===== config.mk =====
export PLATFORM = sky130hd
export DESIGN_NAME = ntt_demux_flat
export DESIGN_NICKNAME = d
export VERILOG_FILES = /design/src/rtl/ntt_demux_pkg.sv /design/src/rtl/ntt_demux_if.sv /design/src/rtl/ntt_demux_decode.sv /design/src/rtl/ntt_demux.sv /design/src/flat_wrapper.sv
export SDC_FILE = /design/constraint.sdc
export NUM_CORES = 1
export LEC_CHECK = 0
export ABC_AREA = 1
export BUFFER_PORTS_ARGS = -buffer_cell sky130_fd_sc_hd__buf_2
export CAP_MARGIN = 25
export CORE_UTILIZATION = 47
export DETAILED_ROUTE_END_ITERATION = 6
export PLACE_DENSITY = 0.91
export SKIP_CTS_REPAIR_TIMING = 1
export SYNTH_ARGS = -nofsm -noshare
export SYNTH_HDL_FRONTEND = slang
export SYNTH_SLANG_ARGS = --single-unit

===== constraint.sdc =====
create_clock -name clk -period 1.78 [get_ports clk]
set_clock_uncertainty 0.05 [all_clocks]
set_input_delay 0 -clock clk [delete_from_list [all_inputs] [get_ports clk]]
set_output_delay 0 -clock clk [all_outputs]
set_load 0.03 [all_outputs]

===== src/rtl/ntt_demux_pkg.sv =====
// Shared definitions for the NTT lane demultiplexer: default geometry and
// the helper that locates a lane inside the flat output bus.
package ntt_demux_pkg;

  localparam int NTT_N_DEF = 9;
  localparam int NTT_S_DEF = 3;

  // Lane k occupies bits [k*n +: n] of the packed bus, lane 0 in the LSBs.
  function automatic int lane_lo(input int k, input int n);
    return k * n;
  endfunction

endpackage


===== src/rtl/ntt_demux_if.sv =====
// Bus bundle between a word producer and the per-lane consumers.
// master drives the word/select side, slave (the demux) drives the lanes.
interface ntt_demux_if
  import ntt_demux_pkg::*;
#(
  parameter int N = NTT_N_DEF,
  parameter int S = NTT_S_DEF
);

  localparam int SEL_W = $clog2(S);

  logic [N-1:0]     a;
  logic [SEL_W-1:0] sel;
  logic             valid_in;
  logic [S*N-1:0]   s;
  logic [S-1:0]     valid_out;

  modport master (
    output a, sel, valid_in,
    input  s, valid_out
  );

  modport slave (
    input  a, sel, valid_in,
    output s, valid_out
  );

endinterface


===== src/rtl/ntt_demux_decode.sv =====
// Select decoder for the lane demux: turns sel/valid_in into a one-hot lane
// enable. A select that names no existing lane yields an all-zero enable.
module ntt_demux_decode #(
  parameter int S     = 3,
  parameter int SEL_W = 2
) (
  input  logic [SEL_W-1:0] sel,
  input  logic             valid_in,
  output logic [S-1:0]     en
);

  // Compare sel against every real lane index, so sel >= S matches nothing.
  always_comb begin
    en = '0;
    for (int k = 0; k < S; k++) begin
      en[k] = valid_in && (int'(sel) == k);
    end
  end

endmodule


===== src/rtl/ntt_demux.sv =====
// Registered 1-to-S demultiplexer: one N-bit word per cycle is steered into
// one lane of a flat S*N bus; every other lane reads zero. One cycle latency,
// asynchronous active-high reset clears all lanes and strobes.
module ntt_demux
  import ntt_demux_pkg::*;
#(
  parameter int N = NTT_N_DEF,
  parameter int S = NTT_S_DEF
) (
  input  logic        clk,
  input  logic        rst,
  ntt_demux_if.slave  bus
);

  localparam int SEL_W = $clog2(S);

  logic [S-1:0] en;
  logic [S-1:0] valid_out_d;
  logic [S-1:0] valid_out_q;

  ntt_demux_decode #(
    .S     (S),
    .SEL_W (SEL_W)
  ) u_decode (
    .sel      (bus.sel),
    .valid_in (bus.valid_in),
    .en       (en)
  );

  // The lane strobe is simply the registered one-hot enable.
  always_comb valid_out_d = en;

  // Strobe register; reset drops any word in flight.
  always_ff @(posedge clk or posedge rst) begin
    if (rst) valid_out_q <= '0;
    else     valid_out_q <= valid_out_d;
  end

  assign bus.valid_out = valid_out_q;

  for (genvar k = 0; k < S; k++) begin : g_lane
    logic [N-1:0] lane_d;
    logic [N-1:0] lane_q;

    // Non-selected lanes load zero so no stale data lingers on the bus.
    always_comb lane_d = en[k] ? bus.a : '0;

    // Per-lane output register, cleared asynchronously by reset.
    always_ff @(posedge clk or posedge rst) begin
      if (rst) lane_q <= '0;
      else     lane_q <= lane_d;
    end

    assign bus.s[lane_lo(k, N) +: N] = lane_q;
  end

endmodule


===== src/flat_wrapper.sv =====
// flat-port wrapper written by rule: the top's interface ports become plain ports
module ntt_demux_flat import ntt_demux_pkg::*;
#(
  parameter int N = NTT_N_DEF,
  parameter int S = NTT_S_DEF
)
  (clk, rst, bus_a, bus_sel, bus_valid_in, bus_s, bus_valid_out);
  ntt_demux_if #(.N(N), .S(S)) bus_i ();
  input  logic clk;
  input  logic rst;
  input wire logic [$bits(bus_i.a)-1:0] bus_a;
  input wire logic [$bits(bus_i.sel)-1:0] bus_sel;
  input wire logic [$bits(bus_i.valid_in)-1:0] bus_valid_in;
  output wire logic [$bits(bus_i.s)-1:0] bus_s;
  output wire logic [$bits(bus_i.valid_out)-1:0] bus_valid_out;
  assign bus_i.a = bus_a;
  assign bus_i.sel = bus_sel;
  assign bus_i.valid_in = bus_valid_in;
  assign bus_s = bus_i.s;
  assign bus_valid_out = bus_i.valid_out;
  ntt_demux #(.N(N), .S(S)) u_core (.clk(clk), .rst(rst), .bus(bus_i));
endmodule

==> results.json <==
{
  "status": "completed",
  "antennaDiodeCount": 0,
  "die_h_um": 46.7,
  "use_met1": 0.204,
  "use_met2": 0.247,
  "maxSlewHeadroom": 0.764,
  "gr-usage-met3": 0.114,
  "critPathBufInv": 1,
  "drc": 0,
  "syn_area_um2": 938,
  "fin_crit_ps": 939,
  "crit_path_top_delay_cell": "dfrtp_1",
  "finalSetupViolations": 0,
  "max_freq_mhz": 1070,
  "hold-path-endpoint": "u_core.g_lane[2].lane_q[1]",
  "path_max_fanout": 1,
  "root_buffer": "clkbuf_4",
  "hp-start": "bus_sel[1]",
  "via_per_inst": 4.52,
  "area_growth_pct": 42.5,
  "portBuffers": 43,
  "grt_overflow_total": 0,
  "worstPathCellList": "buf_2",
  "hold_ws_ps": 27.1,
  "htree_levels": 2,
  "drv_slew": 0,
  "routed_wl_mm": 2.18,
  "layout-drive-gt1-share": 0.380,
  "fin_setup_tns_ps": 0,
  "switchingPower_w": 0.000299,
  "syn_nets": 90,
  "p_int_w": 0.000893,
  "ys_warn_count": 0,
  "finalHoldViolCount": 0,
  "syn_inst": 76,
  "critPathLaunchType": "flip-flop",
  "cp_top_family": "flip-flops",
  "ant_nets": 0,
  "first_pass_iters": 4,
  "grt_pass1_wl_mm": 2.39,
  "grt_pass1_vias": 541,
  "crit_type": "flip-flop to primary output",
  "pwr-share-comb": 0.114,
  "busiest_layer": "met2",
  "row_count": 15,
  "io_pins": 44,
  "worst_pin_slew_ps": 354,
  "max_stage_delay_ps": 390,
  "hpwl_mm": 1.25,
  "seq_area_um2": 751,
  "cts_buffer_depth": 2,
  "drv_cap": 0,
  "holdPathStages": 3,
  "crit_required_ps": 1730,
  "powerDensity_mw_per_mm2": 891,
  "start_util": 0.521,
  "gr-usage-all-layers": 0.182,
  "rsz0062_at_grt": "false",
  "leakage_nw": 0.854,
  "cp.arrival_ps": 890,
  "synth_cell_types": 5,
  "seqPwrFrac": 0.590,
  "tritoncts": "yes",
  "final_nets": 151,
  "crit_path_end_kind": "primary output",
  "core_area_mm2": 0.00180,
  "numCtsBuffers": 5,
  "grt_max_degree": 31,
  "die_x_um": 46.7,
  "fillers": 133,
  "ys_seq_area_frac": 0.800,
  "antenna_found_initial": 0,
  "wl_per_cell_um": 13.5,
  "vias": 732,
  "worstHoldPathType": "input port to flip-flop",
  "irDropWorstVdd_mv": 0.537,
  "die_area_mm2": 0.00218,
  "multi_input_area_um2": 131,
  "clkTransAtPathRegs_ps": 90,
  "post-route-period-util": 0.527,
  "drtIter0Drc": 6,
  "clkPwrFrac": 0.295,
  "ys_ff_latch": 30,
  "avgSynthCellArea_um2": 12.3,
  "cts.sinks": 30,
  "sw_frac_of_total": 0.251,
  "routabilityCongestion": 0.719
}
## worst max-delay path by stage
stage | startpoint | end | slack (ps) | cells past startpoint
floorplan | rst | u_core.bus.valid_out[0] | 1100 | 1
global placement | bus_sel[1] | u_core.g_lane[1].lane_q[1] | 1120 | 4
detailed placement | bus_sel[1] | u_core.g_lane[1].lane_q[6] | 1100 | 4
CTS | u_core.g_lane[0].lane_q[1] | bus_s[1] | 840 | 1
global route | u_core.g_lane[2].lane_q[3] | bus_s[21] | 790 | 1
finish | u_core.g_lane[1].lane_q[4] | bus_s[13] | 840 | 1
## cells in the final DEF (no fill, tap or decap)
cell | synthesis | final
buf_2 | 0 | 43
buf_4 | 0 | 1
clkbuf_1 | 0 | 2
clkbuf_4 | 0 | 5
dfrtp_1 | 30 | 30
dlygate4sd3_1 | 0 | 10
inv_1 | 15 | 15
nand2_2 | 1 | 1
nand3_2 | 2 | 2
nor2_1 | 28 | 28
## area by class of cell
type                            instances  share of cell area
Multi-Input combinational cell         31              0.0982
Clock buffer                            7              0.0337
Inverter                               15              0.0421
Timing Repair Buffer                   54               0.241
Tap cell                               25              0.0234
Sequential cell                        30               0.561
## state kept, by name (all words and copies together) (netlist names)
signal / flops
u_core.g_lane.lane_q: 27
u_core.bus.valid_out: 3
## power by group through the flow
stage	sequential, W	combinational, W	clock (W)
floorplan	0.000756	0.0000326	0
global placement	0.000716	0.000115	0
detailed placement	0.000717	0.000118	0
CTS	0.000703	0.000118	0.000356
global route	0.000706	0.000148	0.000395
finish	0.000704	0.000136	0.000352
## cell usage after synthesis
cell	n	area, µm²
dfrtp_1	30	751
inv_1	15	56.3
nand2_2	1	6.26
nand3_2	2	20.0
nor2_1	28	105
## kinds of logic after synthesis
group	count (synthesis)	synth area share
DFF	30	0.800
buffers and inverters	15	0.0600
and+or+nand+nor	31	0.140
## stage by stage
step | cell area, µm² | cells | util | total power, W | setup WS (ps)
floorplan | 938 | 76 | - | 0.000788 | 1100
global placement | 1190 | 145 | 0.662 | 0.000831 | 1120
detailed placement | 1190 | 145 | 0.662 | 0.000834 | 1100
CTS | 1240 | 152 | 0.687 | 0.00118 | 839
global route | 1340 | 162 | 0.742 | 0.00125 | 793
finish | 1340 | 162 | 0.742 | 0.00119 | 841
## metal layers
layer	part of all wire	routed length [µm]
met1	0.38	819
met2	0.54	1170
met3	0.072	156
met4	0.015	32
met5	0	0
Note: power is estimated with default switching activity, not from simulation.
